## src/rtl/aap_writeback_if.sv

```systemverilog
// Execute/memory-side bus into the aap_writeback stage: retiring op handshake and load returns.
// master = execute/memory driver, slave = writeback stage.
interface aap_writeback_if;
    // Handshake: an op transfers on the clock edge where ex_valid && ex_ready are both high;
    // ex_valid may not depend on ex_ready, and the op must hold stable while ex_valid && !ex_ready.
    // mem_rvalid has no back-pressure: every asserted cycle is one in-order load return.
    logic        ex_valid;
    logic        ex_ready;
    logic        ex_d_we;
    logic [5:0]  ex_d_regnum;
    logic [15:0] ex_d_data;
    logic        ex_b_we;
    logic [5:0]  ex_b_regnum;
    logic [15:0] ex_b_data;
    logic        ex_is_load;
    logic        mem_rvalid;
    logic [15:0] mem_rdata;

    modport master (
        output ex_valid, ex_d_we, ex_d_regnum, ex_d_data,
        output ex_b_we, ex_b_regnum, ex_b_data, ex_is_load,
        output mem_rvalid, mem_rdata,
        input  ex_ready
    );

    modport slave (
        input  ex_valid, ex_d_we, ex_d_regnum, ex_d_data,
        input  ex_b_we, ex_b_regnum, ex_b_data, ex_is_load,
        input  mem_rvalid, mem_rdata,
        output ex_ready
    );
endinterface

```

## src/rtl/aap_writeback.sv

```systemverilog
// Writeback stage: registers execute results onto the regd/regb ports, tracks loads in an in-order
// FIFO plus 16-bit pending scoreboard, and writes returning load data on rega. Option: AAP_WB_BYPASS_EN.
`ifndef STATE_HALTED
`define STATE_HALTED 3'd7
`endif

module aap_writeback #(
    parameter int LDQ_DEPTH = 4
) (
    input  logic         clk,
    input  logic         rst,
    input  logic [2:0]   state,
    aap_writeback_if.slave bus,
    input  logic [5:0]   rd_regnum0,
    input  logic [5:0]   rd_regnum1,
    input  logic [5:0]   rd_regnum2,
    output logic         hazard_stall,
    output logic [5:0]   rega_wregnum,
    output logic [15:0]  rega_wdata,
    output logic         rega_we,
    output logic [5:0]   regb_wregnum,
    output logic [15:0]  regb_wdata,
    output logic         regb_we,
    output logic [5:0]   regd_wregnum,
    output logic [15:0]  regd_wdata,
    output logic         regd_we,
    output logic         ldq_err
`ifdef AAP_WB_BYPASS_EN
    ,
    output logic         fwd_valid,
    output logic [15:0]  fwd_data
`endif
);

    localparam int PW = (LDQ_DEPTH > 1) ? $clog2(LDQ_DEPTH) : 1;
    localparam logic [PW:0] DEPTH_C = (PW+1)'(LDQ_DEPTH);

    logic [3:0]    ldq_q [LDQ_DEPTH];
    logic [PW-1:0] wr_ptr_q, wr_ptr_d;
    logic [PW-1:0] rd_ptr_q, rd_ptr_d;
    logic [PW:0]   count_q, count_d;
    logic [15:0]   pending_q, pending_d;
    logic          ldq_err_q, ldq_err_d;

    logic          rega_we_q, rega_we_d;
    logic [5:0]    rega_wregnum_q, rega_wregnum_d;
    logic [15:0]   rega_wdata_q, rega_wdata_d;
    logic          regb_we_q, regb_we_d;
    logic [5:0]    regb_wregnum_q, regb_wregnum_d;
    logic [15:0]   regb_wdata_q, regb_wdata_d;
    logic          regd_we_q, regd_we_d;
    logic [5:0]    regd_wregnum_q, regd_wregnum_d;
    logic [15:0]   regd_wdata_q, regd_wdata_d;

    logic          full, empty, halted;
    logic          ex_ready_w, accept, push, pop;
    logic [3:0]    head;
    logic [2:0]    haz;
    logic          unused_bits;

    assign full   = (count_q == DEPTH_C);
    assign empty  = (count_q == '0);
    assign halted = (state == `STATE_HALTED);
    assign head   = ldq_q[rd_ptr_q];

    // WAW terms keep a younger write from being overtaken by an older outstanding load.
    assign ex_ready_w = rst && !halted
                        && !(bus.ex_is_load && full)
                        && !(bus.ex_d_we && pending_q[bus.ex_d_regnum[3:0]])
                        && !(bus.ex_b_we && pending_q[bus.ex_b_regnum[3:0]]);
    assign bus.ex_ready = ex_ready_w;

    assign accept = bus.ex_valid && ex_ready_w;
    assign push   = accept && bus.ex_is_load;
    assign pop    = bus.mem_rvalid && !empty;

`ifdef AAP_WB_BYPASS_EN
    assign haz[0] = pending_q[rd_regnum0[3:0]] && !(pop && head == rd_regnum0[3:0]);
    assign haz[1] = pending_q[rd_regnum1[3:0]] && !(pop && head == rd_regnum1[3:0]);
    assign haz[2] = pending_q[rd_regnum2[3:0]] && !(pop && head == rd_regnum2[3:0]);
    assign fwd_valid = pop && (head == rd_regnum0[3:0] || head == rd_regnum1[3:0]
                               || head == rd_regnum2[3:0]);
    assign fwd_data  = bus.mem_rdata;
`else
    assign haz[0] = pending_q[rd_regnum0[3:0]];
    assign haz[1] = pending_q[rd_regnum1[3:0]];
    assign haz[2] = pending_q[rd_regnum2[3:0]];
`endif
    assign hazard_stall = |haz;

    assign unused_bits = ^{rd_regnum0[5:4], rd_regnum1[5:4], rd_regnum2[5:4]};

    always_comb begin
        wr_ptr_d       = wr_ptr_q;
        rd_ptr_d       = rd_ptr_q;
        count_d        = count_q;
        pending_d      = pending_q;
        ldq_err_d      = ldq_err_q || (bus.mem_rvalid && empty);

        regd_we_d      = 1'b0;
        regd_wregnum_d = regd_wregnum_q;
        regd_wdata_d   = regd_wdata_q;
        regb_we_d      = 1'b0;
        regb_wregnum_d = regb_wregnum_q;
        regb_wdata_d   = regb_wdata_q;
        rega_we_d      = 1'b0;
        rega_wregnum_d = rega_wregnum_q;
        rega_wdata_d   = rega_wdata_q;

        if (accept) begin
            regb_we_d      = bus.ex_b_we;
            regb_wregnum_d = {2'b00, bus.ex_b_regnum[3:0]};
            regb_wdata_d   = bus.ex_b_data;
            if (!bus.ex_is_load) begin
                regd_we_d      = bus.ex_d_we;
                regd_wregnum_d = {2'b00, bus.ex_d_regnum[3:0]};
                regd_wdata_d   = bus.ex_d_data;
            end
        end

        if (pop) begin
            rd_ptr_d        = rd_ptr_q + PW'(1);
            pending_d[head] = 1'b0;
            // A same-cycle regd/regb write to this register is younger and takes precedence.
            rega_we_d      = !((regd_we_d && regd_wregnum_d[3:0] == head)
                               || (regb_we_d && regb_wregnum_d[3:0] == head));
            rega_wregnum_d = {2'b00, head};
            rega_wdata_d   = bus.mem_rdata;
        end

        // Set after clear so a new load to the register just returned stays pending.
        if (push) begin
            wr_ptr_d = wr_ptr_q + PW'(1);
            pending_d[bus.ex_d_regnum[3:0]] = 1'b1;
        end

        case ({push, pop})
            2'b10:   count_d = count_q + (PW+1)'(1);
            2'b01:   count_d = count_q - (PW+1)'(1);
            default: count_d = count_q;
        endcase
    end

    always_ff @(posedge clk) begin
        if (push) begin
            ldq_q[wr_ptr_q] <= bus.ex_d_regnum[3:0];
        end
    end

    always_ff @(posedge clk) begin
        if (!rst) begin
            wr_ptr_q       <= '0;
            rd_ptr_q       <= '0;
            count_q        <= '0;
            pending_q      <= '0;
            ldq_err_q      <= 1'b0;
            rega_we_q      <= 1'b0;
            rega_wregnum_q <= '0;
            rega_wdata_q   <= '0;
            regb_we_q      <= 1'b0;
            regb_wregnum_q <= '0;
            regb_wdata_q   <= '0;
            regd_we_q      <= 1'b0;
            regd_wregnum_q <= '0;
            regd_wdata_q   <= '0;
        end else begin
            wr_ptr_q       <= wr_ptr_d;
            rd_ptr_q       <= rd_ptr_d;
            count_q        <= count_d;
            pending_q      <= pending_d;
            ldq_err_q      <= ldq_err_d;
            rega_we_q      <= rega_we_d;
            rega_wregnum_q <= rega_wregnum_d;
            rega_wdata_q   <= rega_wdata_d;
            regb_we_q      <= regb_we_d;
            regb_wregnum_q <= regb_wregnum_d;
            regb_wdata_q   <= regb_wdata_d;
            regd_we_q      <= regd_we_d;
            regd_wregnum_q <= regd_wregnum_d;
            regd_wdata_q   <= regd_wdata_d;
        end
    end

    assign rega_we      = rega_we_q;
    assign rega_wregnum = rega_wregnum_q;
    assign rega_wdata   = rega_wdata_q;
    assign regb_we      = regb_we_q;
    assign regb_wregnum = regb_wregnum_q;
    assign regb_wdata   = regb_wdata_q;
    assign regd_we      = regd_we_q;
    assign regd_wregnum = regd_wregnum_q;
    assign regd_wdata   = regd_wdata_q;
    assign ldq_err      = ldq_err_q;

endmodule

```

## src/flat_wrapper.sv

```systemverilog
// flat-port wrapper written by rule: the top's interface ports become plain ports
module aap_writeback_flat 
#(
    parameter int LDQ_DEPTH = 4
)
  (clk, rst, state, rd_regnum0, rd_regnum1, rd_regnum2, hazard_stall, rega_wregnum, rega_wdata, rega_we, regb_wregnum, regb_wdata, regb_we, regd_wregnum, regd_wdata, regd_we, ldq_err, bus_ex_valid, bus_ex_d_we, bus_ex_d_regnum, bus_ex_d_data, bus_ex_b_we, bus_ex_b_regnum, bus_ex_b_data, bus_ex_is_load, bus_mem_rvalid, bus_mem_rdata, bus_ex_ready);
  aap_writeback_if bus_i ();
  input  logic clk;
  input  logic rst;
  input  logic [2:0] state;
  input  logic [5:0] rd_regnum0;
  input  logic [5:0] rd_regnum1;
  input  logic [5:0] rd_regnum2;
  output logic hazard_stall;
  output logic [5:0] rega_wregnum;
  output logic [15:0] rega_wdata;
  output logic rega_we;
  output logic [5:0] regb_wregnum;
  output logic [15:0] regb_wdata;
  output logic regb_we;
  output logic [5:0] regd_wregnum;
  output logic [15:0] regd_wdata;
  output logic regd_we;
  output logic ldq_err;
  input wire logic [$bits(bus_i.ex_valid)-1:0] bus_ex_valid;
  input wire logic [$bits(bus_i.ex_d_we)-1:0] bus_ex_d_we;
  input wire logic [$bits(bus_i.ex_d_regnum)-1:0] bus_ex_d_regnum;
  input wire logic [$bits(bus_i.ex_d_data)-1:0] bus_ex_d_data;
  input wire logic [$bits(bus_i.ex_b_we)-1:0] bus_ex_b_we;
  input wire logic [$bits(bus_i.ex_b_regnum)-1:0] bus_ex_b_regnum;
  input wire logic [$bits(bus_i.ex_b_data)-1:0] bus_ex_b_data;
  input wire logic [$bits(bus_i.ex_is_load)-1:0] bus_ex_is_load;
  input wire logic [$bits(bus_i.mem_rvalid)-1:0] bus_mem_rvalid;
  input wire logic [$bits(bus_i.mem_rdata)-1:0] bus_mem_rdata;
  output wire logic [$bits(bus_i.ex_ready)-1:0] bus_ex_ready;
  assign bus_i.ex_valid = bus_ex_valid;
  assign bus_i.ex_d_we = bus_ex_d_we;
  assign bus_i.ex_d_regnum = bus_ex_d_regnum;
  assign bus_i.ex_d_data = bus_ex_d_data;
  assign bus_i.ex_b_we = bus_ex_b_we;
  assign bus_i.ex_b_regnum = bus_ex_b_regnum;
  assign bus_i.ex_b_data = bus_ex_b_data;
  assign bus_i.ex_is_load = bus_ex_is_load;
  assign bus_i.mem_rvalid = bus_mem_rvalid;
  assign bus_i.mem_rdata = bus_mem_rdata;
  assign bus_ex_ready = bus_i.ex_ready;
  aap_writeback #(.LDQ_DEPTH(LDQ_DEPTH)) u_core (.clk(clk), .rst(rst), .state(state), .bus(bus_i), .rd_regnum0(rd_regnum0), .rd_regnum1(rd_regnum1), .rd_regnum2(rd_regnum2), .hazard_stall(hazard_stall), .rega_wregnum(rega_wregnum), .rega_wdata(rega_wdata), .rega_we(rega_we), .regb_wregnum(regb_wregnum), .regb_wdata(regb_wdata), .regb_we(regb_we), .regd_wregnum(regd_wregnum), .regd_wdata(regd_wdata), .regd_we(regd_we), .ldq_err(ldq_err));
endmodule
```

## config.mk

```make
export PLATFORM = sky130hd
export DESIGN_NAME = aap_writeback_flat
export DESIGN_NICKNAME = d
export VERILOG_FILES = /design/src/rtl/aap_writeback_if.sv /design/src/rtl/aap_writeback.sv /design/src/flat_wrapper.sv
export SDC_FILE = /design/constraint.sdc
export NUM_CORES = 1
export LEC_CHECK = 0
export BUFFER_PORTS_ARGS = -buffer_cell sky130_fd_sc_hd__clkbuf_2
export CAP_MARGIN = 20
export CORE_AREA = 2 2 132 134
export CTS_CLUSTER_SIZE = 30
export DETAILED_ROUTE_END_ITERATION = 12
export DIE_AREA = 0 0 134 136
export PLACE_DENSITY = 0.59
export SLEW_MARGIN = 20
export SYNTH_ARGS = -nofsm -noshare
export SYNTH_HDL_FRONTEND = slang
export SYNTH_SLANG_ARGS = --single-unit
```

## constraint.sdc

```tcl
create_clock -name clk -period 5 [get_ports clk]
set_input_delay 1 -clock clk [delete_from_list [all_inputs] [get_ports clk]]
set_output_delay 1 -clock clk [all_outputs]
set_load 0.02 [all_outputs]
```

# Word-level counts from Yosys, hierarchy flattened
# Memory sizes are Yosys's and may differ from the RTL's. A register that Yosys moved wholly into a read port is not among the register bits.
# Index checks and enable logic that the tools add are counted.
totals:
  ram_bits: 16
  output_inout_bits: 72
  wordCells: 92
  register_bits: 87
  inputBits: 88
  n_memories: 1
memory_table:
  columns: ["memory", "depth", "word_bits", "read_ports", "rd_ports_with_merged_regs", "wr", "line_no", "source"]
  rows:
  - ["u_core.ldq_q", 4, 4, 1, 1, 1, "aap_writeback.sv:38", "logic [3:0] ldq_q [LDQ_DEPTH];"]
classes:
  eq_ne: 6
  order_cmp: 8
  muxes: 27
  n_addsub: 4
  bitwise: 4
  reduce_logical: 28
op_table:
  columns: ["cell", "count"]
  rows:
  - ["2-to-1 mux 16 bit", 2]
  - ["< comparator 4 x 5 -> 1 bit (second input constant)", 6]
  - ["binary-select mux 1 bit (select 4 bit)", 5]
  - ["bitwise AND 16 bit", 1]
  - ["inverter 16 bit", 1]
  - ["bitwise OR 16 bit", 1]
  - ["logical AND 1 bit", 15]
  - ["2-to-1 mux 1 bit", 12]
  - ["2-to-1 mux 4 bit", 3]
  - ["demux 1 bit (select 4 bit)", 2]
  - ["equality test 4 bit", 2]
  - ["greater-or-equal comparator 4 x 1 -> 1 bit (second input constant)", 2]
  - ["equality test 3 bit (second input constant)", 2]
  - ["logical NOT 1 bit", 6]
  - ["one-hot mux 3 bit (2 select lines)", 1]
  - ["adder 2 x 1 -> 2 bit (second input constant)", 2]
  - ["2-to-1 mux 2 bit", 2]
  - ["AND reduction 2 bit", 2]
  - ["adder 3 x 1 -> 3 bit (second input constant)", 1]
  - ["logical NOT 3 bit", 1]
  - ["OR reduction 3 bit", 1]
  - ["subtractor 3 x 1 -> 3 bit (second input constant)", 1]
  - ["equality test 2 x 1 -> 1 bit (second input constant)", 1]
  - ["equality test 2 bit (second input constant)", 1]
  - ["3 further kinds", 4]

# Longest topological paths before layout
depth:
  word_depth: 12
  depth_mapped: 11
  ltp_nobuf: 10

# Worst setup path after synthesis
# Ideal clock, no wire load.
synth_timing:
  path_kind: "input to output"
  startpoint: "in bus_ex_d_regnum[1]"
  endpoint: "out bus_ex_ready"
  path_slack_ns: 1.559
  path_stages: 5
  arrival_time_ns: 2.441
  t_required_ns: 4.000
  path_buffers: 1
  path_cell_list: "buf_1 mux4_2 a22oi_1 o41ai_1 nor3_1"
synth_between:
  elab_chain_cells: 6
synth_lines:
  columns: ["item", "line_no", "source"]
  rows:
  - ["from (decl)", "flat_wrapper.sv:27", "input wire logic [$bits(bus_i.ex_d_regnum)-1:0] bus_ex_d_regnum;"]
  - ["binary-select mux 1 bit (select 4 bit)", "aap_writeback.sv:69", "&& !(bus.ex_d_we && pending_q[bus.ex_d_regnum[3:0]])"]
  - ["2-to-1 mux 1 bit (not written as such)", "aap_writeback.sv:69", null]
  - ["logical AND 1 bit", "aap_writeback.sv:69", null]
  - ["logical NOT 1 bit", "aap_writeback.sv:69", null]
  - ["logical AND 1 bit", "aap_writeback.sv:69", null]
  - ["logical AND 1 bit", "aap_writeback.sv:70", "&& !(bus.ex_b_we && pending_q[bus.ex_b_regnum[3:0]]);"]
  - ["to (decl)", "flat_wrapper.sv:35", "output wire logic [$bits(bus_i.ex_ready)-1:0] bus_ex_ready;"]
# No other way between the ends. The select of a mux whose other input is x is not followed.

# Final worst setup path
layout_timing:
  startpoint: "in bus_ex_d_regnum[0]"
  endpoint: "out bus_ex_ready"
# The elaborated chain is that of the path after synthesis.

==> flow_summary_export.csv <==
group,metric,value,unit
placed_design,gp_congestion,0.783,
clock_network,cts_tree,"built",
clock_network,cts.clk_slew.worst_paths,70,ps
cells_and_area,drive_above_1_share,0.316,
critical_path,arrival,2860,ps
clock_network,clk_latency,340,ps
floorplanning,core-area,16900,um^2
synth,ys_warn_count,0,
synth,synthFlopType,"dfxtp_1",
floorplanning,die_area,18200,um^2
power_and_ir_drop,power_density,339,nW/um^2
routing,drt_iter0_markers,178,
clock_network,ctsResizeCount,0,
power_and_ir_drop,p_leak,2.64,nW
floorplanning,start_util,0.294,
sta,maxSlewHeadroom,0.424,
cells_and_area,diodes,0,
synth,syn_avg_cell_area,10.1,um^2
synth,seq_area_frac_synth,0.456,
critical_path,path_common_cell,"clkbuf_2",
cells_and_area,fin_util,0.366,
critical_path,cp_slowest_cell,"mux4_2",
placed_design,io_buffers,143,
sta,slew_violations,0,
floorplanning,io_pins,160,
routing,routed_wirelength,13.8,mm
grt,grt_max_degree,92,
synth,ys_ff_latch,105,
run,maxCapViolCount,0,
grt,grt_usage,0.149,
sta,setup_viol,0,
floorplanning,dieHeight,136,um
cells_and_area,syn2layout_area_growth,24.5,%
critical_path,reg2reg_slack,1960,ps
floorplanning,dieWidth,134,um
cells_and_area,fillCellCount,1713,
floorplanning,rows,48,
synth,synth_edf_count,16,
critical_path,cp-start-kind,"input port",
sta,fmax,259,MHz
clock_network,postCtsHoldBufs,0,
grt,grt_pass1_wl,21.5,mm
clock_network,post_cts_buffers,0,
routing,wl_per_cell,16.2,um
grt,overflow,0,
sta,tns,0,ps
synth,syn_area,4960,um^2
critical_path,critical_path_class,"in2out",
clock_network,cts_sinks,105,
clock_network,cts_inserted_buffers,9,
placed_design,dp_hpwl,9.89,mm
sta,period_needed,3860,ps
routing,antenna_left,0,
min_path,worstHoldPathType,"reg2reg",
cells_and_area,nets,714,
critical_path,cp_max_fo,17,
routing,remaining_drc_errors,0,
critical_path,cp-end-kind,"output port",
routing,vias,4200,
grt,grt_pass1_vias,4227,
grt,antenna_found_initial,0,
clock_network,cts_root_buf,"clkbuf_16",
critical_path,path_cells,"clkbuf_2 > mux4_2 > a22oi_1 > o41ai_1 > nor3_1 > clkbuf_2",
power_and_ir_drop,vdd.ir_drop.worst,0.176,mV
synth,async_flop_share,0,
routing,viasPerCell,4.95,
status,status,"finished clean",
clock_network,clk_path_buf_depth,2,
synth,synthCells,492,
sta,rsz0062_at_grt,"no",
critical_path,crit_required,4000,ps
sta,clock_skew,8.54,ps
routing,first_pass_iters,4,
sta,hold_viol,0,
sta,min_period_over_period,0.772,
critical_path,slowest_delay,570,ps
clock_network,htree_num_levels,3,
sta,worst_slew_pin_slew,864,ps
synth,ys_types,46,
## sequential cells by signal, indices dropped and copies added, names as in the netlist, named ones only
name	flops
u_core.count_q	3
u_core.regd_we	1
u_core.regb_we	1
u_core.regb_wdata	16
u_core.rega_wdata	16
u_core.pending_q	16
u_core.regd_wregnum	4
u_core.regb_wregnum	4
u_core.rega_we	1
u_core.regd_wdata	16
u_core.ldq_q	16
u_core.rd_ptr_q	2
u_core.ldq_err	1
u_core.rega_wregnum	4
u_core.wr_ptr_q	2
## critical path: cells and delay by family
kind	cells	cell delay (ps)
buffers and inverters	2	600
multiplexers	1	570
AO/OA/AOI/OAI	2	410
AND/OR/NAND/NOR	1	280
## area by class of cell
class	count	area, um^2	share of cell area
Inverter	28	105	0.0170
Timing Repair Buffer	151	776	0.125
Tap cell	225	282	0.0455
Multi-Input combinational cell	325	2440	0.395
Clock inverter	2	13.8	0.00223
Clock buffer	13	303	0.0490
Sequential cell	105	2260	0.366
## cells by family after synthesis
kind of cell	after synthesis	share of synthesized area
simple gates	161	0.155
flops	105	0.456
compound gates	90	0.130
buf+inv	67	0.0587
mux	51	0.164
xor+xnor	11	0.0194
fa+ha+maj	6	0.0166
other cells	1	0.000755
## Yosys cell counts, types with 2 or more instances
| cell | n | share of area |
|---|---|---|
| o211ai_1 | 16 | 0.024 |
| nor3_1 | 3 | 0.0030 |
| dfxtp_1 | 89 | 0.36 |
| xor2_1 | 2 | 0.0035 |
| xnor2_1 | 9 | 0.016 |
| nand2_1 | 91 | 0.069 |
| and2_1 | 6 | 0.0076 |
| mux2i_1 | 26 | 0.052 |
| nor2_1 | 2 | 0.0015 |
| mux4_2 | 24 | 0.11 |
| o311a_1 | 2 | 0.0040 |
| buf_2 | 2 | 0.0020 |
| a21oi_1 | 2 | 0.0020 |
| nor2b_1 | 7 | 0.0088 |
| ha_1 | 5 | 0.013 |
| o31ai_1 | 10 | 0.015 |
| or3_1 | 3 | 0.0038 |
| nand3_1 | 5 | 0.0050 |
| nand2b_1 | 6 | 0.0076 |
| clkinv_1 | 2 | 0.0015 |
| buf_4 | 6 | 0.0091 |
| or2_2 | 3 | 0.0038 |
| and3_1 | 5 | 0.0063 |
| inv_1 | 26 | 0.020 |
| clkbuf_1 | 27 | 0.020 |
| nand4_1 | 27 | 0.034 |
| o21ai_0 | 22 | 0.022 |
| buf_6 | 2 | 0.0045 |
| o41ai_1 | 9 | 0.016 |
| buf_1 | 2 | 0.0015 |
| edfxtp_1 | 16 | 0.097 |
| a21boi_0 | 21 | 0.032 |
## power breakdown
| group | switching, W | internal, W | total (W) |
|---|---|---|---|
| combinational | 0.000253 | 0.000149 | 0.000402 |
| sequential | 0.0000378 | 0.000915 | 0.000953 |
| clock | 0.000315 | 0.000425 | 0.000740 |
| total | 0.000607 | 0.00149 | 0.00210 |
## stage by stage
| stage | hold WS (ps) | total power (W) | instances | setup slack (ps) | instance area (um^2) |
|---|---|---|---|---|---|
| 6_report | 461 | 0.00210 | 849 | 1140 | 6180 |
| 4_1_cts | 465 | 0.00212 | 849 | 1150 | 6180 |
| 5_1_grt | 483 | 0.00219 | 849 | 1010 | 6180 |
| 3_5_place_dp | 454 | 0.00138 | 834 | 938 | 5870 |
| 2_1_floorplan | 469 | 0.00123 | 497 | 1560 | 4980 |
| 3_3_place_gp | 446 | 0.00136 | 834 | 1030 | 5870 |
## final timing paths
path | start | endpoint | cells after the start
worst max register to register | u_core.pending_q[13] | u_core.count_q[2] | 11
worst max-delay path | bus_ex_d_regnum[0] | bus_ex_ready | 6
worst min register to register | u_core.regd_wdata[10] | u_core.regd_wdata[10] | 2
worst min-delay path | u_core.regd_wdata[10] | u_core.regd_wdata[10] | 2
## cell usage in the layout, fill, tap and decap left out, drive strengths merged, types with 2 or more instances in the layout
cell type  count
clkbuf       156
nand2         91
dfxtp         89
nand4         27
inv           27
mux2i         26
mux4          24
o21ai         22
a21boi        21
o211ai        16
edfxtp        16
o31ai         10
o41ai          9
xnor2          9
buf            8
nor2b          7
nand2b         6
and2           6
conb           6
nand3          6
and3           5
ha             5
or3            3
or2            3
nor3           3
clkinv         3
nor2           2
o311a          2
xor2           2
a21oi          2
## routing by layer
metal	up-vias	wire [um]	share of wire	track usage
met1	2032	5610	0.41	0.178
met3	12	904	0.066	0.0302
li1	2018	-	-	-
met4	0	199	0.014	0.0544
met5	-	0	0	0
met2	138	7060	0.51	0.265
Note: power is estimated with default switching activity, not from simulation.
